<file path="config.mk">
export PLATFORM = sky130hd
export DESIGN_NAME = mem_access_unit
export DESIGN_NICKNAME = d
export VERILOG_FILES = /design/src/rtl/mem_access_unit.sv
export SDC_FILE = /design/constraint.sdc
export NUM_CORES = 1
export LEC_CHECK = 0
export CORE_ASPECT_RATIO = 0.75
export CORE_UTILIZATION = 48
export CTS_BUF_LIST = sky130_fd_sc_hd__clkbuf_16
export CTS_CLUSTER_SIZE = 25
export DETAILED_ROUTE_END_ITERATION = 10
export PLACE_DENSITY = 0.84
export REMOVE_ABC_BUFFERS = 1
export SLEW_MARGIN = 20
export SYNTH_ARGS = -nofsm -noshare
export SYNTH_HDL_FRONTEND = slang
export SYNTH_SLANG_ARGS = --single-unit
</file>
<file path="constraint.sdc">
create_clock -name CLK -period 2.4 [get_ports CLK]
set_input_delay 0.24 -clock CLK [delete_from_list [all_inputs] [get_ports CLK]]
set_output_delay 0.24 -clock CLK [all_outputs]
set_load 0.05 [all_outputs]
</file>
<file path="src/rtl/mem_access_unit.sv">
// mem_access_unit: MIPS32 memory-stage load/store unit with byte enables,
// load extension, alignment/opcode checks and bus-timeout abort.
module mem_access_unit #(
  parameter int TIMEOUT = 15
) (
  input  logic        CLK,
  input  logic        reset,
  input  logic        req_valid,
  output logic        req_ready,
  input  logic [5:0]  req_opcode,
  input  logic [31:0] req_addr,
  input  logic [31:0] req_wdata,
  input  logic [4:0]  req_rd,
  output logic        mem_en,
  output logic [3:0]  mem_we,
  output logic [29:0] mem_addr,
  output logic [31:0] mem_wdata,
  input  logic [31:0] mem_rdata,
  input  logic        mem_ack,
  output logic        wb_valid,
  output logic [4:0]  wb_rd,
  output logic [31:0] wb_data,
  output logic        exc_valid,
  output logic [1:0]  exc_code,
  output logic [31:0] exc_badaddr,
  output logic        busy
);
  localparam logic [5:0] LB = 6'h20, LH = 6'h21, LW = 6'h23, LBU = 6'h24,
                         LHU = 6'h25, SB = 6'h28, SH = 6'h29, SW = 6'h2B;
  localparam logic [7:0] CNT_LAST = 8'(TIMEOUT - 1);
  typedef enum logic [1:0] {IDLE, ACCESS, RESP, EXC} state_t;
  state_t      state;
  logic [5:0]  op;
  logic [31:0] addr;
  logic [31:0] wdata;
  logic [4:0]  rd;
  logic [7:0]  cnt;
  logic        legal, misaligned;
  logic [3:0]  we_n;
  logic [31:0] wd_n, ld_data;
  logic [7:0]  ld_byte;
  logic [15:0] ld_half;
  assign req_ready = state == IDLE;
  assign busy      = state != IDLE;
  always_comb begin
    legal      = req_opcode inside {LB, LH, LW, LBU, LHU, SB, SH, SW};
    misaligned = (req_opcode inside {LH, LHU, SH}) ? req_addr[0] :
                 (req_opcode inside {LW, SW})      ? |req_addr[1:0] : 1'b0;
    we_n = req_opcode == SB ? 4'b0001 << req_addr[1:0] :
           req_opcode == SH ? (req_addr[1] ? 4'b1100 : 4'b0011) :
           req_opcode == SW ? 4'b1111 : 4'b0000;
    wd_n = req_opcode == SB ? {4{req_wdata[7:0]}} :
           req_opcode == SH ? {2{req_wdata[15:0]}} : req_wdata;
    ld_byte = mem_rdata[{addr[1:0], 3'b000} +: 8];
    ld_half = addr[1] ? mem_rdata[31:16] : mem_rdata[15:0];
    ld_data = op == LB  ? {{24{ld_byte[7]}}, ld_byte} :
              op == LBU ? {24'b0, ld_byte} :
              op == LH  ? {{16{ld_half[15]}}, ld_half} :
              op == LHU ? {16'b0, ld_half} : mem_rdata;
  end
  always_ff @(posedge CLK or negedge reset) begin
    if (!reset) begin
      state       <= IDLE;
      op          <= '0;
      addr        <= '0;
      wdata       <= '0;
      rd          <= '0;
      cnt         <= '0;
      mem_en      <= 1'b0;
      mem_we      <= '0;
      mem_addr    <= '0;
      mem_wdata   <= '0;
      wb_valid    <= 1'b0;
      wb_rd       <= '0;
      wb_data     <= '0;
      exc_valid   <= 1'b0;
      exc_code    <= '0;
      exc_badaddr <= '0;
    end else begin
      wb_valid  <= 1'b0;
      exc_valid <= 1'b0;
      case (state)
        IDLE: if (req_valid) begin
          op    <= req_opcode;
          addr  <= req_addr;
          wdata <= req_wdata;
          rd    <= req_rd;
          if (legal && !misaligned) begin
            state     <= ACCESS;
            cnt       <= '0;
            mem_en    <= 1'b1;
            mem_we    <= we_n;
            mem_addr  <= req_addr[31:2];
            mem_wdata <= wd_n;
          end else begin
            state       <= EXC;
            exc_valid   <= 1'b1;
            exc_code    <= !legal ? 2'b00 : req_opcode[3] ? 2'b10 : 2'b01;
            exc_badaddr <= req_addr;
          end
        end
        ACCESS: if (mem_ack) begin
          mem_en <= 1'b0;
          mem_we <= '0;
          state  <= op[3] ? IDLE : RESP;
          if (!op[3]) begin
            wb_valid <= 1'b1;
            wb_rd    <= rd;
            wb_data  <= ld_data;
          end
        end else if (cnt == CNT_LAST) begin
          // Abort: the unit leaves ACCESS, so any later ack falls on a non-ACCESS state
          mem_en      <= 1'b0;
          mem_we      <= '0;
          state       <= EXC;
          exc_valid   <= 1'b1;
          exc_code    <= 2'b11;
          exc_badaddr <= addr;
        end else begin
          cnt <= cnt + 8'd1;
        end
        default: state <= IDLE;
      endcase
    end
  end
endmodule

</file>
==> metrics.md <==
| Metric | Value |
|---|---|
| Status | `completed` |
| Core Util, Final | `slightly above 70%` |
| Ys Warns | `0` |
| WL/cell | `18.66 um` |
| Num rows | `between 40 and 50` |
| Dominant synthesized flop cell | `dfrtp_1` |
| Number of synthesized flops with an enable pin | `0` |
| Power Internal | `10130 uW` |
| Async SR Flop Fraction | `between 90% and 100%` |
| Via count | `7080` |
| Sequential area share after synthesis | `between 50% and 60%` |
| Total number of H-tree levels | `4` |
| Area growth syn-to-layout | `41.47%` |
| Crit path DAT | `roughly 2100 ps` |
| DRC viols | `0` |
| Vias per cell | `between 5 and 6` |
| Clk sinks | `193` |
| Worst-path fanout max | `9` |
| CP Capture Type | `output port` |
| Root Driver | `clkbuf_16` |
| Setup Buffers After CTS | `0` |
| Max Cap Violations | `0` |
| DR iter-0 viols | `450` |
| Clk slew on worst S/H paths | `around 80 ps` |
| Hold Fails Final Rpt | `0` |
| P_leak | `~0.0054 uW` |
| Hold Path Class | `primary input to asynchronous set/reset pin` |
| Most common cell after layout, fill and taps aside | `clkdlybuf4s50_1` |
| Total gr overflow | `0` |
| Ports | `253` |
| Vias in the first global route | `approximately 7.4k` |
| Largest family of logic cells by synthesized area | `multiplexers` |
| Sw Pwr | `around 8700 uW` |
| Worst skew pair latency | `~430 ps` |
| DIE HEIGHT | `approximately 120 um` |
| Die area | `between 15000 and 20000 um2` |
| Compound-Gate Fraction of Synth Area | `between 10% and 20%` |
| Commonest cells after routing, fill and taps aside | `250 x clkdlybuf4s50_1, 193 x dfrtp_1, 151 x mux2_2, 131 x nand2_1, 44 x nor2_1` |
| XOR/XNOR Fraction of Synth Area | `less than 1%` |
| Overall Power | `about 19000 uW` |
| ANT nets after route | `0` |
| GRT Resource Usage Total | `between 20% and 30%` |
| Share of layout cells above drive strength 1 | `between 20% and 30%` |
| Cell count after synthesis | `777` |
| TritonCTS Buffers | `17` |
| Switching Fraction | `between 40% and 50%` |
| Slew at the pin with the worst max-slew slack | `approximately 670 ps` |
| Core Area | `roughly 18000 um2` |
| Setup TNS | `0 ps` |
| Worst slew margin | `55.14%` |
| Clk_skew | `approximately 14 ps` |
| Initial antenna violation count | `1` |
| Post-Synth Simple-Gate Area | `between 10 and 15%` |
| Crit Path Category | `register to output port` |
| Synth Register Bits | `193` |
| Syn_area_per_cell | `11.43 um2` |
| Clock power share | `roughly 15%` |
| Final wirelength | `between 20000 and 25000 um` |
| Data required, critical path | `roughly 2200 ps` |
| Worst VDD drop | `slightly below 0.001 V` |
| Final std cell area, no fill | `between 10000 and 15000 um2` |
| PortBufs | `about 250` |
| DRT Pass-1 Iters | `6` |
| Clk buf depth | `2` |
| Distinct cell type count after synthesis | `49` |
| RSZ-0062 raised after global routing | `no` |
| Max-slew violation count | `0` |
| Startpoint class of the critical path | `register` |
| Die outline width | `159.1 um` |
| Seq pwr share | `a little under a third` |
| Clock period minus worst slack | `approximately 2300 ps` |
| DP HPWL | `~17000 um` |
| Post-Syn Area | `8885 um2` |
| Final setup vio count | `0` |
| Adder-Cell Fraction of Synth Area | `0.2817%` |
| First-pass GRT wire length | `approximately 39000 um` |
| Fmax | `roughly 440 MHz` |
| Crit share post-route | `between 90% and 100%` |
| Largest net degree at the start of global routing | `54` |
| Final nets | `1153` |
| Power Dens Cells | `between 1000 and 1500 nW/um2` |
| Initial core utilization | `49.73%` |
| Multiplexer share of the synthesized area | `between 20 and 25%` |
| Fill count | `around 1.3k` |
| Routability congestion estimate | `about 0.8` |
| CTS tree | `done` |
| Comb pwr share | `between 50% and 60%` |
| Placement Cell Area | `between 10000 and 15000 um2` |
## stage by stage
stage                     setup WS [ps]  hold WS, ps  cells
final                             102.6        313.0   1296
after global routing              1.843        336.1   1296
after CTS                         104.3        328.5   1295
after detailed placement         -83.06        233.9   1262
after global placement            34.12        235.8   1262
after floorplan                   -1572       -55.59    729
## area by class of cell
class	count	area (um2)	area share [%]
Sequential cell	193	4830	38.42
Clock inverter	15	168.9	1.344
Inverter	16	60.06	0.4778
Timing Repair Buffer	292	2940	23.39
Clock buffer	17	425.4	3.384
Tap cell	242	302.8	2.409
Multi-Input combinational cell	520	3840	30.55
Antenna cell	1	2.502	0.01991
## what timing repair did
action,4_1_cts,5_1_grt
hold endpoints to repair,49,0
hold buffers,1,0
endpoints found under the setup margin,1,6
resized for setup,1,1
## critical path, stage by stage, from the launching register on
cell             delay [ps]
dfrtp_1                 470
nor2_1                  390
inv_1                    70
clkdlybuf4s50_1         700
## synthesized netlist by cell type (2+ instances only)
master,number,area (um2)
dfrtp_1,193,4830
mux2_2,151,1700
nand2_1,132,495.5
a21oi_1,44,220.2
nor2_1,44,165.2
clkbuf_1,32,120.1
o21ai_0,24,120.1
inv_1,14,52.55
a31oi_1,11,68.82
o2bb2ai_1,11,96.34
mux2i_1,9,90.09
a22oi_1,8,60.06
buf_1,8,30.03
buf_2,8,40.04
mux4_2,8,180.2
o22ai_1,8,50.05
a221oi_1,7,61.31
nand2b_1,7,43.79
nor3_1,5,25.02
and3_1,4,25.02
nand3_1,4,20.02
o21a_1,4,30.03
o22a_1,4,35.03
a22o_1,3,26.28
nand4_1,3,18.77
a21boi_0,2,15.01
and2_1,2,12.51
clkinv_1,2,7.510
ha_1,2,25.02
nor3b_1,2,15.01
o211ai_1,2,15.01
or3_1,2,12.51
## logic make-up after synthesis
| family | after synthesis |
|---|---|
| AND/OR/NAND/NOR | 211 |
| multiplexers | 168 |
| flip-flops | 193 |
| buffers and inverters | 64 |
| AO/OA/AOI/OAI | 138 |
| XOR/XNOR | 1 |
| adder cells (fa/ha/maj) | 2 |
## path summary, 6_finish.rpt
path | slack [ps] | cells after the start | endpoint | from
max | 100 | 3 | busy | state[0]
min | 310 | 2 | exc_badaddr[28] | reset
max reg2reg | 170 | 7 | exc_badaddr[26] | cnt[0]
min reg2reg | 460 | 2 | wb_rd[4] | rd[4]
max in group asynchronous | 1290 | 3 | op[1] | reset
min in group CLK | 420 | 2 | rd[4] | req_rd[4]
## sequential cells by signal (all words and copies together), names as in the netlist, 6 cells and up
name,count
cnt,8
op,6
mem_wdata,32
exc_badaddr,32
wb_data,32
mem_addr,30
addr,32
## power by group through the flow
stage / Combinational, uW / Clock [uW] / Sequential [uW]
floorplan: 2780 / 0 / 9490
global placement: 10100 / 0 / 5630
detailed placement: 10300 / 0 / 5720
CTS: 10400 / 2920 / 5680
global route: 10800 / 3040 / 5880
finish: 10300 / 2850 / 5680
## routing by layer
layer	up-vias	GRT usage [%]	share of wire (%)
met1	3509	33.81	42
met5	-	0	0
met4	0	9.916	2.6
met3	38	7.535	7.2
met2	252	42.93	48
li1	3281	-	-
(Power assumes the default switching activity.)
